**config.mk**
```make
export PLATFORM = sky130hd
export DESIGN_NAME = fp_muldiv_ctrl_flat
export DESIGN_NICKNAME = d
export VERILOG_FILES = /design/src/rtl/fp_muldiv_ctrl_if.sv /design/src/rtl/fp_muldiv_ctrl.sv /design/src/flat_wrapper.sv
export SDC_FILE = /design/constraint.sdc
export NUM_CORES = 1
export LEC_CHECK = 0
export ABC_AREA = 1
export CAP_MARGIN = 40
export CORE_MARGIN = 2
export CORE_UTILIZATION = 48
export DETAILED_ROUTE_END_ITERATION = 6
export GPL_TIMING_DRIVEN = 0
export HOLD_SLACK_MARGIN = 0.05
export PLACE_DENSITY = 0.78
export SYNTH_ARGS = -nofsm -noshare
export SYNTH_HDL_FRONTEND = slang
export SYNTH_SLANG_ARGS = --single-unit
```
**constraint.sdc**
```tcl
create_clock -name clk -period 1.8 [get_ports clk]
set_input_delay 0.27 -clock clk [delete_from_list [all_inputs] [get_ports clk]]
set_output_delay 0.27 -clock clk [all_outputs]
set_load 0.02 [all_outputs]
```
**src/rtl/fp_muldiv_ctrl_if.sv**
```systemverilog
// Handshake/strobe bundle between the FP mul/div control sequencer and its neighbours.
// Latency: none (wires only).
// Backpressure: carries in_valid/in_ready and out_valid/out_ready; no buffering.
//
// master : request source / result consumer / datapath side (drives requests, carry, out_ready)
// slave  : fp_muldiv_ctrl (drives in_ready, datapath strobes, result valid)
interface fp_muldiv_ctrl_if #(
  parameter int CNT_W = 5
);
  // request side
  logic             in_valid;
  logic             in_ready;
  logic             in_op;
  logic             in_special;
  logic             flush;
  // datapath control
  logic             exp_en;
  logic             exp_sel;
  logic             mant_start;
  logic             mant_en;
  logic [CNT_W-1:0] step_cnt;
  logic             norm_en;
  logic             round_en;
  logic             round_carry;
  // result side
  logic             out_valid;
  logic             out_ready;
  logic             out_op;
  logic             busy;

  modport master (
    output in_valid, in_op, in_special, flush, round_carry, out_ready,
    input  in_ready, exp_en, exp_sel, mant_start, mant_en, step_cnt,
           norm_en, round_en, out_valid, out_op, busy
  );

  modport slave (
    input  in_valid, in_op, in_special, flush, round_carry, out_ready,
    output in_ready, exp_en, exp_sel, mant_start, mant_en, step_cnt,
           norm_en, round_en, out_valid, out_op, busy
  );
endinterface

```
**src/rtl/fp_muldiv_ctrl.sv**
```systemverilog
// Control sequencer for the FP multiply/divide unit: IDLE -> EXP -> MANT -> NORM -> ROUND -> DONE.
// Latency: accept at edge k -> out_valid at edge k+N+3 (N=MUL_LAT mul, MANT_W+2 div), +2 per renormalize, k+1 for specials.
// Backpressure: one op in flight; in_ready only in IDLE; DONE holds out_valid/out_op until out_ready.
//
// Ports: clk, arst (async, active-high) plus the slave side of fp_muldiv_ctrl_if:
//   request  in_valid/in_ready, in_op, in_special, flush
//   datapath exp_en, exp_sel, mant_start, mant_en, step_cnt, norm_en, round_en, round_carry
//   result   out_valid/out_ready, out_op, busy
module fp_muldiv_ctrl #(
  parameter int MANT_W  = 24,
  parameter int MUL_LAT = 2,
  parameter int CNT_W   = $clog2(MANT_W + 3)
) (
  input  logic              clk,
  input  logic              arst,
  fp_muldiv_ctrl_if.slave   bus
);

  typedef enum logic [2:0] {
    S_IDLE  = 3'd0,
    S_EXP   = 3'd1,
    S_MANT  = 3'd2,
    S_NORM  = 3'd3,
    S_ROUND = 3'd4,
    S_DONE  = 3'd5
  } state_t;

  // Last MANT iteration index for each operation.
  localparam logic [CNT_W-1:0] TERM_MUL = CNT_W'(MUL_LAT - 1);
  localparam logic [CNT_W-1:0] TERM_DIV = CNT_W'(MANT_W + 1);
  localparam logic [CNT_W-1:0] CNT_ONE  = CNT_W'(1);

  state_t           state_q, state_d;
  logic             op_q, op_d;
  logic             renorm_q, renorm_d;
  logic [CNT_W-1:0] cnt_q, cnt_d;

  // Registered Moore outputs, decoded from the next-state values so they
  // line up with state_q in the same cycle.
  logic exp_en_q,     exp_en_d;
  logic exp_sel_q,    exp_sel_d;
  logic mant_start_q, mant_start_d;
  logic mant_en_q,    mant_en_d;
  logic norm_en_q,    norm_en_d;
  logic round_en_q,   round_en_d;
  logic out_valid_q,  out_valid_d;
  logic busy_q,       busy_d;

  logic [CNT_W-1:0] term_cnt;

  always_comb begin
    term_cnt = op_q ? TERM_DIV : TERM_MUL;
  end

  // Next-state logic.
  always_comb begin
    state_d  = state_q;
    op_d     = op_q;
    renorm_d = renorm_q;
    cnt_d    = cnt_q;

    case (state_q)
      S_IDLE: begin
        if (bus.in_valid) begin
          op_d     = bus.in_op;
          renorm_d = 1'b0;
          state_d  = bus.in_special ? S_DONE : S_EXP;
        end
      end
      S_EXP: begin
        cnt_d   = '0;
        state_d = S_MANT;
      end
      S_MANT: begin
        if (cnt_q == term_cnt) begin
          // Clear on exit so step_cnt reads 0 outside MANT.
          cnt_d   = '0;
          state_d = S_NORM;
        end else begin
          cnt_d = cnt_q + CNT_ONE;
        end
      end
      S_NORM: begin
        state_d = S_ROUND;
      end
      S_ROUND: begin
        // Only one renormalize pass; a carry on the second ROUND is dropped.
        if (bus.round_carry && !renorm_q) begin
          renorm_d = 1'b1;
          state_d  = S_NORM;
        end else begin
          state_d = S_DONE;
        end
      end
      S_DONE: begin
        if (bus.out_ready) begin
          state_d = S_IDLE;
        end
      end
      default: begin
        state_d = S_IDLE;
      end
    endcase

    // Flush overrides every transition, including accept and handoff.
    if (bus.flush) begin
      state_d  = S_IDLE;
      cnt_d    = '0;
      renorm_d = 1'b0;
    end
  end

  // Output decode from next state.
  always_comb begin
    exp_en_d     = (state_d == S_EXP);
    exp_sel_d    = (state_d != S_IDLE) && op_d;
    mant_en_d    = (state_d == S_MANT);
    mant_start_d = (state_d == S_MANT) && (cnt_d == '0);
    norm_en_d    = (state_d == S_NORM);
    round_en_d   = (state_d == S_ROUND);
    out_valid_d  = (state_d == S_DONE);
    busy_d       = (state_d != S_IDLE);
  end

  always_ff @(posedge clk or posedge arst) begin
    if (arst) begin
      state_q      <= S_IDLE;
      op_q         <= 1'b0;
      renorm_q     <= 1'b0;
      cnt_q        <= '0;
      exp_en_q     <= 1'b0;
      exp_sel_q    <= 1'b0;
      mant_start_q <= 1'b0;
      mant_en_q    <= 1'b0;
      norm_en_q    <= 1'b0;
      round_en_q   <= 1'b0;
      out_valid_q  <= 1'b0;
      busy_q       <= 1'b0;
    end else begin
      state_q      <= state_d;
      op_q         <= op_d;
      renorm_q     <= renorm_d;
      cnt_q        <= cnt_d;
      exp_en_q     <= exp_en_d;
      exp_sel_q    <= exp_sel_d;
      mant_start_q <= mant_start_d;
      mant_en_q    <= mant_en_d;
      norm_en_q    <= norm_en_d;
      round_en_q   <= round_en_d;
      out_valid_q  <= out_valid_d;
      busy_q       <= busy_d;
    end
  end

  // in_ready is the one output allowed to see an input: flush masks it.
  assign bus.in_ready   = (state_q == S_IDLE) && !bus.flush;
  assign bus.exp_en     = exp_en_q;
  assign bus.exp_sel    = exp_sel_q;
  assign bus.mant_start = mant_start_q;
  assign bus.mant_en    = mant_en_q;
  assign bus.step_cnt   = cnt_q;
  assign bus.norm_en    = norm_en_q;
  assign bus.round_en   = round_en_q;
  assign bus.out_valid  = out_valid_q;
  assign bus.out_op     = op_q;
  assign bus.busy       = busy_q;

endmodule

```
**src/flat_wrapper.sv**
```systemverilog
// flat-port wrapper written by rule: the top's interface ports become plain ports
module fp_muldiv_ctrl_flat 
#(
  parameter int MANT_W  = 24,
  parameter int MUL_LAT = 2,
  parameter int CNT_W   = $clog2(MANT_W + 3)
)
  (clk, arst, bus_in_valid, bus_in_op, bus_in_special, bus_flush, bus_round_carry, bus_out_ready, bus_in_ready, bus_exp_en, bus_exp_sel, bus_mant_start, bus_mant_en, bus_step_cnt, bus_norm_en, bus_round_en, bus_out_valid, bus_out_op, bus_busy);
  fp_muldiv_ctrl_if #(.CNT_W(CNT_W)) bus_i ();
  input  logic clk;
  input  logic arst;
  input wire logic [$bits(bus_i.in_valid)-1:0] bus_in_valid;
  input wire logic [$bits(bus_i.in_op)-1:0] bus_in_op;
  input wire logic [$bits(bus_i.in_special)-1:0] bus_in_special;
  input wire logic [$bits(bus_i.flush)-1:0] bus_flush;
  input wire logic [$bits(bus_i.round_carry)-1:0] bus_round_carry;
  input wire logic [$bits(bus_i.out_ready)-1:0] bus_out_ready;
  output wire logic [$bits(bus_i.in_ready)-1:0] bus_in_ready;
  output wire logic [$bits(bus_i.exp_en)-1:0] bus_exp_en;
  output wire logic [$bits(bus_i.exp_sel)-1:0] bus_exp_sel;
  output wire logic [$bits(bus_i.mant_start)-1:0] bus_mant_start;
  output wire logic [$bits(bus_i.mant_en)-1:0] bus_mant_en;
  output wire logic [$bits(bus_i.step_cnt)-1:0] bus_step_cnt;
  output wire logic [$bits(bus_i.norm_en)-1:0] bus_norm_en;
  output wire logic [$bits(bus_i.round_en)-1:0] bus_round_en;
  output wire logic [$bits(bus_i.out_valid)-1:0] bus_out_valid;
  output wire logic [$bits(bus_i.out_op)-1:0] bus_out_op;
  output wire logic [$bits(bus_i.busy)-1:0] bus_busy;
  assign bus_i.in_valid = bus_in_valid;
  assign bus_i.in_op = bus_in_op;
  assign bus_i.in_special = bus_in_special;
  assign bus_i.flush = bus_flush;
  assign bus_i.round_carry = bus_round_carry;
  assign bus_i.out_ready = bus_out_ready;
  assign bus_in_ready = bus_i.in_ready;
  assign bus_exp_en = bus_i.exp_en;
  assign bus_exp_sel = bus_i.exp_sel;
  assign bus_mant_start = bus_i.mant_start;
  assign bus_mant_en = bus_i.mant_en;
  assign bus_step_cnt = bus_i.step_cnt;
  assign bus_norm_en = bus_i.norm_en;
  assign bus_round_en = bus_i.round_en;
  assign bus_out_valid = bus_i.out_valid;
  assign bus_out_op = bus_i.out_op;
  assign bus_busy = bus_i.busy;
  fp_muldiv_ctrl #(.MANT_W(MANT_W), .MUL_LAT(MUL_LAT), .CNT_W(CNT_W)) u_core (.clk(clk), .arst(arst), .bus(bus_i));
endmodule
```
==> metrics.txt <==
Sw Share 37.5%; Post-CTS Hold Fix Bufs 0; Post-Syn Area between 900 and 1000 µm²; nature of the critical path endpoint output pin; Initial Utilization 49.8%; Async SR Flop Fraction 100%; RSZ-0062 raised after global routing no; WL/cell about 11 µm; flops & latches, synth 18; CTS Buf Count 3; largest net degree at the start of global routing 19; Bufs and invs on worst path 1; cell with the most instances after synthesis nand2_1; Max-cap violations 0; first-pass GRT wire length around 3.3 mm; Tightest Hold Check Type input port to asynchronous set/reset pin; Synth Area per Inst approximately 8 µm²; Post-DP Area around 1200 µm²; clock-pin slew on the worst setup and hold paths 0.11 ns; CP peak stage delay roughly 0.66 ns; R2R Path End u_core.bus.mant_start; Final HPWL DP 1.47 mm; die area 2370 µm²; first-pass detailed-route iteration total 4; Root Buffer clkbuf_4; vias in the first global route roughly 800; GPL Wtd Cong 0.846; antenna violations before repair 0; Worst EP arrival 1.41 ns; largest family of logic cells by synthesized area simple AND/OR/NAND/NOR gates; ANT nets after route 0; Sequential Power Share between 40% and 50%; LEAKAGE 0.686 nW; Synth area leader dfrtp_1; fraction of layout cells with a size suffix above 1 13.4%; power per cell area 1010 nW/µm²; Synth Area in Adders about 2.6%; mux share of post-synthesis cell area 0%; Clk Latency, worst-skew pair 0.29 ns; CP cell instances clkdlybuf4s50_1; reg-to-reg slack, setup roughly 0.2 ns; delay-heaviest family, CP buffers and inverters; sequential-to-total area share from yosys stat 47.1%; Synth area leaders dfrtp_1 47%, nand2_1 9.8%, inv_1 9.0%; post-cts sizing count 1; std cell rows 16; vias per cell 4.71; reg2reg path depth 10; area share of the largest cell type after synthesis between 40% and 50%; commonest cells in the synthesized netlist 25 x nand2_1, 23 x inv_1, 18 x dfrtp_1; post-route clock period utilization 93.4%; Area Growth Syn to Fin 30.2%; global route overflow 0; Logic pwr share 38.9%; IO buf count 22; Cell variety after synth 19; Setup-failing EPs final 0; NumNets Final 160; CP Data Required Time ~1.5 ns; clk_skew ~0.0073 ns; post-synthesis compound-gate area fraction between 5 and 6%; Critical Path Start Type flop; Core Area 1920 µm²; Overall Power 1.25 mW; Critical R2R Launch u_core.bus.step_cnt[1]; final wirelength roughly 1.9 mm; H-tree depth 1; Tightest Pin Transition 0.648 ns; Power Internal 0.784 mW; fmax 595 MHz; clock power share 19.9%; Slew headroom between 50% and 60%; GRT Overall Usage 18.0%; DRC viols 0; CTS Buffer Depth 2; vias post-DR 829; CTS tree built; outcome finished clean; Ys Warns 0; 1st-iter DRT viols 26; slowest stage cell, crit path clkdlybuf4s50_1; Post-synth EDFFs 0; Final Hold Vio Count 0; switching power roughly 0.47 mW; Die Height a little under 50 µm; PnR worst setup slack 0.118 ns; I/O pin cnt 23; worst ir drop on vdd 656 µV; die width a little under 50 µm; Worst Setup Path Type flop to output pin; Mapped Nets 133; CTS Sinks 18; Synth Area in XOR/XNOR 0.915%; Final min period 1.68 ns; Place WS -0.0845 ns; Synth Area in Simple Gates 33.2%; ant diodes 0; Setup Fix Bufs, Post-CTS 0; Design Area, Final 1250 µm²; Final TNS setup 0 ns; fin. max-slew vios 0; ys flop type dfrtp_1; synthesized netlist cell count 123; Worst Path Max Fanout 6
## per-stage QoR
| step | hold WS (ns) | std cells | util, % |
|---|---|---|---|
| 2_1_floorplan | 0.209 | 123 | - |
| 3_3_place_gp | 0.521 | 172 | 63.0 |
| 3_5_place_dp | 0.522 | 172 | 63.0 |
| 4_1_cts | 0.383 | 176 | 64.8 |
| 5_1_grt | 0.421 | 176 | 64.8 |
| 6_report | 0.360 | 176 | 64.8 |
## cell usage in the layout (no fill, tap or decap), drive strengths merged
cell | synthesis | layout
nand3b | 1 | 1
nand3 | 15 | 15
nor4 | 1 | 1
clkbuf | 0 | 4
xor2 | 1 | 1
inv | 27 | 27
nor3 | 1 | 1
dfrtp | 18 | 18
nor2 | 17 | 17
a21oi | 4 | 4
clkdlybuf4s50 | 0 | 21
dlygate4sd2 | 0 | 1
ha | 2 | 2
nand2 | 30 | 30
o21ai | 6 | 6
## flip-flops by register name, indices dropped and copies added (netlist names)
register               flops
u_core.bus.norm_en         1
u_core.renorm_q            1
u_core.bus.out_op          1
u_core.bus.mant_en         1
u_core.bus.mant_start      1
u_core.bus.exp_sel         1
u_core.bus.out_valid       1
u_core.bus.step_cnt        5
u_core.bus.round_en        1
u_core.bus.exp_en          1
u_core.state_q             3
u_core.bus.busy            1
## per-layer routing
metal	track usage [%]	wire length, µm	vias to the layer above
li1	-	-	431
met1	22.8	880	372
met2	30.1	981	24
met3	3.09	66	2
met4	8.10	17	0
met5	0	0	-
## kinds of logic after synthesis
group           count (synthesis)
xor+xnor                        1
buf+inv                        27
fa+ha+maj                       2
compound gates                 10
simple gates                   65
flops                          18
## how the worst max path moves through the flow
stage,startpoint,to,cells after the start
2_1_floorplan,u_core.bus.step_cnt[1],u_core.bus.mant_start,10
3_3_place_gp,bus_flush,bus_in_ready,3
3_5_place_dp,bus_flush,bus_in_ready,3
4_1_cts,u_core.bus.step_cnt[0],bus_step_cnt[0],1
5_1_grt,u_core.bus.step_cnt[0],bus_step_cnt[0],1
6_report,u_core.bus.step_cnt[0],bus_step_cnt[0],1
## layout make-up
type,count,area (µm²)
Fill cell,181,676
Sequential cell,18,450
Tap cell,27,33.8
Clock buffer,4,36.3
Multi-Input combinational cell,78,405
Timing Repair Buffer,22,219
Inverter,27,101
## power by group through the flow
stage | logic (mW) | clock network (mW) | registers [mW]
2_1_floorplan | 0.249 | 0 | 0.582
3_3_place_gp | 0.479 | 0 | 0.523
3_5_place_dp | 0.490 | 0 | 0.524
4_1_cts | 0.491 | 0.256 | 0.516
5_1_grt | 0.537 | 0.278 | 0.528
6_report | 0.488 | 0.250 | 0.517
Note: power is estimated with default switching activity, not from simulation.
